===== config.mk =====
export PLATFORM = sky130hd
export DESIGN_NAME = rv32m_muldiv_unit
export DESIGN_NICKNAME = d
export VERILOG_FILES = /design/src/rtl/rv32m_muldiv_unit.sv
export SDC_FILE = /design/constraint.sdc
export NUM_CORES = 2
export LEC_CHECK = 0
export CAP_MARGIN = 40
export CORE_MARGIN = 5
export CORE_UTILIZATION = 35
export DETAILED_ROUTE_END_ITERATION = 16
export GPL_TIMING_DRIVEN = 0
export PLACE_DENSITY = 0.62
export SLEW_MARGIN = 20
export SYNTH_ARGS = -nofsm -noshare
export SYNTH_HDL_FRONTEND = slang
export SYNTH_SLANG_ARGS = --single-unit

===== constraint.sdc =====
create_clock -name CLK -period 10.45 [get_ports CLK]
set_clock_uncertainty 0.2 [all_clocks]
set_input_delay 1.5675 -clock CLK [delete_from_list [all_inputs] [get_ports CLK]]
set_output_delay 1.5675 -clock CLK [all_outputs]
set_load 0.05 [all_outputs]

===== src/rtl/rv32m_muldiv_unit.sv =====
// RV32M multiply/divide unit: 2-cycle multiply, 34-cycle restoring divide,
// 2-cycle fast path for divide-by-zero and signed overflow.
module rv32m_muldiv_unit #(
    parameter int unsigned TAG_W     = 5,
    parameter int unsigned DIV_STEPS = 32
) (
    input  logic             CLK,
    input  logic             RESETN,
    input  logic             START,
    input  logic [4:0]       ALUOP,
    input  logic [31:0]      OPERAND1,
    input  logic [31:0]      OPERAND2,
    input  logic [TAG_W-1:0] TAG_IN,
    input  logic             FLUSH,
    output logic             BUSY,
    output logic             DONE,
    output logic [31:0]      RESULT,
    output logic [TAG_W-1:0] TAG_OUT
);

    localparam logic [4:0] OP_MUL    = 5'b01011;
    localparam logic [4:0] OP_MULH   = 5'b01100;
    localparam logic [4:0] OP_MULHSU = 5'b01101;
    localparam logic [4:0] OP_MULHU  = 5'b01110;
    localparam logic [4:0] OP_DIV    = 5'b01111;
    localparam logic [4:0] OP_REM    = 5'b10001;
    localparam logic [4:0] OP_REMU   = 5'b10010;

    typedef enum logic [1:0] {IDLE, MUL, DIV, FIX} state_t;

    state_t           state_q;
    logic [32:0]      mula_q, mulb_q;
    logic [31:0]      dvd_q, dvs_q, rem_q;
    logic [5:0]       cnt_q;
    logic             hi_q, is_rem_q, qneg_q, rneg_q, fast_q;
    logic [TAG_W-1:0] tag_q;
    logic             done_q;
    logic [31:0]      result_q;
    logic [TAG_W-1:0] tag_out_q;

    logic        is_mul, is_div, sgn_div, is_rem, s1, s2, div0, ovf;
    logic [31:0] mag1, mag2, fast_res;
    logic [63:0] prod;
    logic [32:0] trial;
    logic [31:0] quo_fix, rem_fix;

    always_comb begin
        is_mul   = (ALUOP >= OP_MUL) && (ALUOP <= OP_MULHU);
        is_div   = (ALUOP >= OP_DIV) && (ALUOP <= OP_REMU);
        sgn_div  = (ALUOP == OP_DIV) || (ALUOP == OP_REM);
        is_rem   = (ALUOP == OP_REM) || (ALUOP == OP_REMU);
        s1       = sgn_div & OPERAND1[31];
        s2       = sgn_div & OPERAND2[31];
        mag1     = s1 ? -OPERAND1 : OPERAND1;
        mag2     = s2 ? -OPERAND2 : OPERAND2;
        div0     = (OPERAND2 == '0);
        ovf      = sgn_div && (OPERAND1 == 32'h8000_0000) && (OPERAND2 == '1);
        fast_res = div0 ? (is_rem ? OPERAND1 : '1) : (is_rem ? '0 : 32'h8000_0000);
        prod     = 64'($signed(mula_q) * $signed(mulb_q));
        trial    = {rem_q, dvd_q[31]} - {1'b0, dvs_q};
        quo_fix  = qneg_q ? -dvd_q : dvd_q;
        rem_fix  = rneg_q ? -rem_q : rem_q;
    end

    // dvd_q shifts the dividend out at the top and collects quotient bits at
    // the bottom; on the fast path it holds the precomputed result instead.
    always_ff @(posedge CLK or negedge RESETN) begin
        if (!RESETN) begin
            state_q   <= IDLE;
            mula_q    <= '0;
            mulb_q    <= '0;
            dvd_q     <= '0;
            dvs_q     <= '0;
            rem_q     <= '0;
            cnt_q     <= '0;
            hi_q      <= 1'b0;
            is_rem_q  <= 1'b0;
            qneg_q    <= 1'b0;
            rneg_q    <= 1'b0;
            fast_q    <= 1'b0;
            tag_q     <= '0;
            done_q    <= 1'b0;
            result_q  <= '0;
            tag_out_q <= '0;
        end else begin
            done_q <= 1'b0;
            if (FLUSH) begin
                state_q <= IDLE;
            end else begin
                unique case (state_q)
                    IDLE: begin
                        if (START && is_mul) begin
                            mula_q  <= {OPERAND1[31] & (ALUOP != OP_MULHU), OPERAND1};
                            mulb_q  <= {OPERAND2[31] & ((ALUOP == OP_MUL) || (ALUOP == OP_MULH)), OPERAND2};
                            hi_q    <= (ALUOP != OP_MUL);
                            tag_q   <= TAG_IN;
                            state_q <= MUL;
                        end else if (START && is_div) begin
                            tag_q    <= TAG_IN;
                            is_rem_q <= is_rem;
                            cnt_q    <= '0;
                            rem_q    <= '0;
                            if (div0 || ovf) begin
                                fast_q  <= 1'b1;
                                dvd_q   <= fast_res;
                                state_q <= FIX;
                            end else begin
                                fast_q  <= 1'b0;
                                dvd_q   <= mag1;
                                dvs_q   <= mag2;
                                qneg_q  <= s1 ^ s2;
                                rneg_q  <= s1;
                                state_q <= DIV;
                            end
                        end
                    end
                    MUL: begin
                        result_q  <= hi_q ? prod[63:32] : prod[31:0];
                        tag_out_q <= tag_q;
                        done_q    <= 1'b1;
                        state_q   <= IDLE;
                    end
                    DIV: begin
                        if (!trial[32]) rem_q <= trial[31:0];
                        else            rem_q <= {rem_q[30:0], dvd_q[31]};
                        dvd_q <= {dvd_q[30:0], ~trial[32]};
                        cnt_q <= cnt_q + 6'd1;
                        if (cnt_q == 6'(DIV_STEPS - 1)) state_q <= FIX;
                    end
                    FIX: begin
                        result_q  <= fast_q ? dvd_q : (is_rem_q ? rem_fix : quo_fix);
                        tag_out_q <= tag_q;
                        done_q    <= 1'b1;
                        state_q   <= IDLE;
                    end
                    default: state_q <= IDLE;
                endcase
            end
        end
    end

    assign BUSY    = (state_q != IDLE);
    assign DONE    = done_q;
    assign RESULT  = result_q;
    assign TAG_OUT = tag_out_q;

endmodule


* After elaboration in Yosys (flattened, before gate mapping)
Index checks and enable logic that the tools add are counted.
W data, S select, Z words.
** Cells by class
- Multiply operators :: 1
- Bitwise logic cells :: 9
- Reduce and logical (&&, ||, !) cells :: 25
- $lt $le $gt $ge :: 4
- Multiplexer cells :: 33
- Eq/ne operators :: 17
- $add $sub $neg :: 6
** Operators by type and width (number)
- $mux W32 :: 16
- $pmux W32 S2 :: 3
- $neg A32 Y32 :: 4
- $eq A32 B32 Y1 const B :: 2
- $mul A33 B33 Y64 :: 1
- $sub A33 B32 Y33 :: 1
- $logic_not A32 Y1 :: 1
- $eq A5 B4 Y1 const B :: 3
- $mux W6 :: 2
- $pmux W6 S2 :: 1
- $eq A5 B5 Y1 const B :: 2
- $ge A5 B4 Y1 const B :: 2
- $mux W5 :: 2
- $ne A5 B4 Y1 const B :: 2
- $mux W2 :: 4
- $reduce_and A4 Y1 :: 2
- $reduce_bool A2 Y1 :: 4
- $add A6 B1 Y6 const B :: 1
- $eq A6 B5 Y1 const B :: 1
- $logic_and A1 B1 Y1 :: 6
- $pmux W2 S3 :: 1
- $reduce_and A2 Y1 :: 3
- $reduce_and A3 Y1 :: 2
- $le A5 B4 Y1 const B :: 1
- other kinds (14) :: 28
** Storage, ports and cells
- Flip-flop bits (word level) :: 218
- Logic and storage cells :: 111

* Depth between registers and ports, before layout
- Word-level depth :: 10
- Depth in mapped cells :: 30

* Worst setup path after synthesis
OpenSTA, ideal clock, no wires.
- Kind :: register to register
- From :: register mulb_q[3]
- To :: register result_q[31], in the netlist RESULT[31]
- Slack :: 2243 ps
- Arrival time :: 7913 ps
- Period minus slack after synthesis :: 8207 ps
- Stages on the path, launching flop included :: 27
- Required time :: 10156 ps
- Cells stage by stage :: dfrtp_1 > clkbuf_1 > clkbuf_1 > nand2_1 > inv_1 > fa_1 > fa_1 > fa_1 > fa_1 > inv_1 > fa_1 > inv_1 > fa_1 > fa_1 > inv_1 > fa_1 > inv_1 > ha_1 > clkbuf_1 > nand4_1 > or4_1 > inv_1 > o211ai_1 > a211o_1 > o31a_1 > mux2_1 > a221oi_2
** Between the ends
- Cells in the longest elaborated chain, start to end :: 3
** Ends and longest elaborated chain
- from (decl) :: RTL line 32 : logic [32:0] mula_q, mulb_q;
- from (signal assigned) :: RTL line 94 : mulb_q <= {OPERAND2[31] & ((ALUOP == OP_MUL) || (ALUOP == OP_MULH)), OPERAND2};
- $mul A33 B33 Y64 :: RTL line 59 : prod = 64'($signed(mula_q) * $signed(mulb_q));
- $mux W32 :: RTL line 118 : result_q <= hi_q ? prod[63:32] : prod[31:0];
- $pmux W32 S2 :: RTL line 90 : unique case (state_q)
- to (signal assigned) :: RTL line 118
- to (signal assigned) :: RTL line 131 : result_q <= fast_q ? dvd_q : (is_rem_q ? rem_fix : quo_fix);
- to (decl) :: RTL line 38 : logic [31:0] result_q;
No other way between the ends.
A chain may end at the register's enable or synchronous reset.

* Worst setup path in the final report
- From :: register mula_q[31]
- To :: register result_q[7], in the netlist RESULT[7]
** Between the ends
- Cells in the longest elaborated chain, start to end :: 3
** Ends and longest elaborated chain
- from (decl) :: RTL line 32
- from (signal assigned) :: RTL line 93 : mula_q <= {OPERAND1[31] & (ALUOP != OP_MULHU), OPERAND1};
- $mul A33 B33 Y64 :: RTL line 59
- $mux W32 :: RTL line 118
- $pmux W32 S2 :: RTL line 90
No other way between the ends.

==> impl_metrics.csv <==
group,metric,value,unit
cts,h-tree-depth,1,
grt,first_global_vias,46800,
route,vias_per_cell,5.45,
logic_synthesis,synth_edf_count,0,
die,die_area,160000,µm²
sta,setup_violations,0,
logic_synthesis,synth_area_leaders,"fa_1 (42%), dfrtp_1 (10%), inv_1 (8.3%)",
critical_path,cp_max_fo,10,
logic_synthesis,synth_top_area_share,42.4,%
logic_synthesis,async_reset_ff_share,100,%
cts,clockBufferDepth,3,
die,start_util,35.1,%
worst_hold_path,worstHoldPathType,"reg -> reg",
route,antenna_left,0,
die,fp.dieW,400,µm
logic_synthesis,synth.most_common_cell,"inv_1",
logic_synthesis,synth_top_cell_by_area,"fa_1",
logic_synthesis,synth.distinct_cells,90,
route,drt_iter0_markers,4442,
grt,overflow,0,
sta,rsz0062_at_grt,"no",
die,core_area,152000,µm²
critical_path,timing.rr.end,"RESULT[7]$_DFFE_PN0P_",
place,finalWeightedCongestion,1.08,
grt,grt_pass1_wl,324000,µm
cts,cts_made_buffers,26,
cts,cts.sinks,218,
sta,slew_headroom,34.4,%
critical_path,criticalPathCategory,"reg -> reg",
logic_synthesis,synth_common_cells,"inv_1 (1,174), fa_1 (1,126), nand2_1 (782), and2_1 (537), clkbuf_1 (289)",
route,routed_wl,223000,µm
grt,grtUsageTotal,28.0,%
grt,antenna_found_initial,27,
logic_synthesis,syn_area,53200,µm²
critical_path,critPathCaptureType,"register",
route,drc,0,
status,outcome,"finished clean",
finish,final_cells,8239,
critical_path,r2r-start,"mula_q[31]$_DFFE_PN0P_",
logic_synthesis,synth.ff_latch_count,218,
logic_synthesis,synth_cells,5945,
die,die_y,400,µm
cts,cts-hold-fix-buffers,0,
place,dp_hpwl,188000,µm
grt,grt_max_degree,97,
sta,hold_viol,0,
place,dp_slack,0.350,ns
job,max_cap_violations,0,
critical_path,cp-start-kind,"register",
sta,setup_tns,0,ns
route,firstDrtPassIters,8,
sta,fin_ws,0.160,ns
logic_synthesis,ys_seq_area_share,10.3,%
critical_path,r2r_setup_slack,0.16,ns
critical_path,crit_end,"RESULT[7]$_DFFE_PN0P_",
sta,worst_pin_slew,0.984,ns
finish,area_growth,10.7,%
sta,period_needed,10.29,ns
cts,clock_latency,0.57,ns
critical_path,cp.arrival,10.60,ns
place,dp_cells,8151,
sta,period_share,98.5,%
critical_path,required,10.76,ns
logic_synthesis,postSynthAreaPerCell,8.95,µm²
route,wl_per_cell,27.0,µm
sta,holdWs,0.265,ns
logic_synthesis,syn_nets,7399,
sta,final_max_slew_viol_count,0,
logic_synthesis,ys_warn_count,0,
critical_path,reg2reg_depth,26,
finish,nets,7627,
die,io_pins,117,
cts,root_buffer,"clkbuf_16",
finish,drive_above_1_share,4.49,%
die,rows,143,
place,placement.io_buffers,112,
cts,cts_tree,"built",
cts,path_clk_slew,0.06,ns
logic_synthesis,ys.flop_type,"dfrtp_1",
sta,clock.fmax,97.2,MHz
critical_path,critical_path.startpoint,"mula_q[31]$_DFFE_PN0P_",
route,vias,44900,
worst max-delay path, cell delays in order, from the launching register on:
cell and delay, ns:
dfrtp_1 0.74, clkbuf_1 0.71, nand2_1 0.20, fa_1 0.60, fa_1 0.56, inv_1 0.05, fa_1 0.62, inv_1 0.10
fa_1 0.55, inv_1 0.06, fa_1 0.48, fa_1 0.50, fa_1 0.50, inv_1 0.07, fa_1 0.62, inv_1 0.08
ha_1 0.28, buf_2 0.23, nand4_1 0.26, nor3_1 0.32, o21ai_0 0.19, a32oi_1 0.63, o21ai_0 0.40, o21ai_0 0.30
xnor2_1 0.14, a211oi_1 0.59, o22a_1 0.24
worst min-delay path by stage:
| stage | startpoint | end | slack [ns] | cells after the start |
|---|---|---|---|---|
| floorplan | tag_q[0]$_DFFE_PN0P_ | TAG_OUT[0]$_DFFE_PN0P_ | 0.23 | 2 |
| global placement | tag_q[2]$_DFFE_PN0P_ | TAG_OUT[2]$_DFFE_PN0P_ | 0.25 | 2 |
| detailed placement | tag_q[4]$_DFFE_PN0P_ | TAG_OUT[4]$_DFFE_PN0P_ | 0.25 | 2 |
| CTS | tag_q[4]$_DFFE_PN0P_ | TAG_OUT[4]$_DFFE_PN0P_ | 0.27 | 2 |
| global route | RESULT[3]$_DFFE_PN0P_ | RESULT[3]$_DFFE_PN0P_ | 0.30 | 2 |
| finish | tag_q[4]$_DFFE_PN0P_ | TAG_OUT[4]$_DFFE_PN0P_ | 0.26 | 2 |
cell families after synthesis:
logic type | synth area share (%)
and+or+nand+nor | 16.4
buffers and inverters | 10.8
xor gates and xnor gates | 2.44
adders and majority gates | 48.2
DFF | 10.3
AOI/OAI and AO/OA | 9.75
muxes | 2.09
timing repair:
action,in CTS,in global routing
endpoints found under the setup margin,0,1
resized for setup,0,5
buffers inserted,0,6
sequential cells by signal, indices dropped and copies added, names as in the netlist, 2 cells and up:
name and cells:
RESULT 32, TAG_OUT 5, cnt_q 6, dvd_q 32, dvs_q 32, mula_q 33, mulb_q 33, rem_q 32
state_q 2, tag_q 5
cell usage in the layout, fill, tap and decap left out, types with 62 or more instances in the layout:
cell,count
a21oi_1,225
and2_1,537
buf_6,70
clkbuf_1,281
clkdlybuf4s50_1,111
dfrtp_1,218
fa_1,1125
ha_1,250
inv_1,1173
mux2_2,62
nand2_1,782
nor2_1,139
nor3_1,72
o21ai_0,184
o21ai_1,66
xnor2_1,96
final cells by class:
| class | instances | area [µm²] |
|---|---|---|
| well taps | 2030 | 2540 |
| multi-input cells | 4219 | 42000 |
| clock buffers | 33 | 707 |
| inverters | 1175 | 4410 |
| fillers | 15500 | 92700 |
| plain buffers | 333 | 1360 |
| clock inverters | 15 | 190 |
| flip-flops and latches | 218 | 5460 |
| repair buffers | 200 | 2170 |
| diodes | 16 | 40.0 |
layer usage:
layer / track usage, % / share of wire (%)
met1: 34.9 / 38
met2: 42.0 / 42
met3: 8.56 / 11
met4: 18.1 / 8.5
met5: 0 / 0.022
through the flow:
step	area, µm²	util, %
after floorplan	53200	-
after global placement	56900	37.5
after detailed placement	57700	38.1
after CTS	58600	38.7
after global routing	58900	38.8
final	58900	38.9
Power is left out: the tool's default activity adds up to more than one toggle a clock period on the data nets, which glitch-free logic cannot reach.
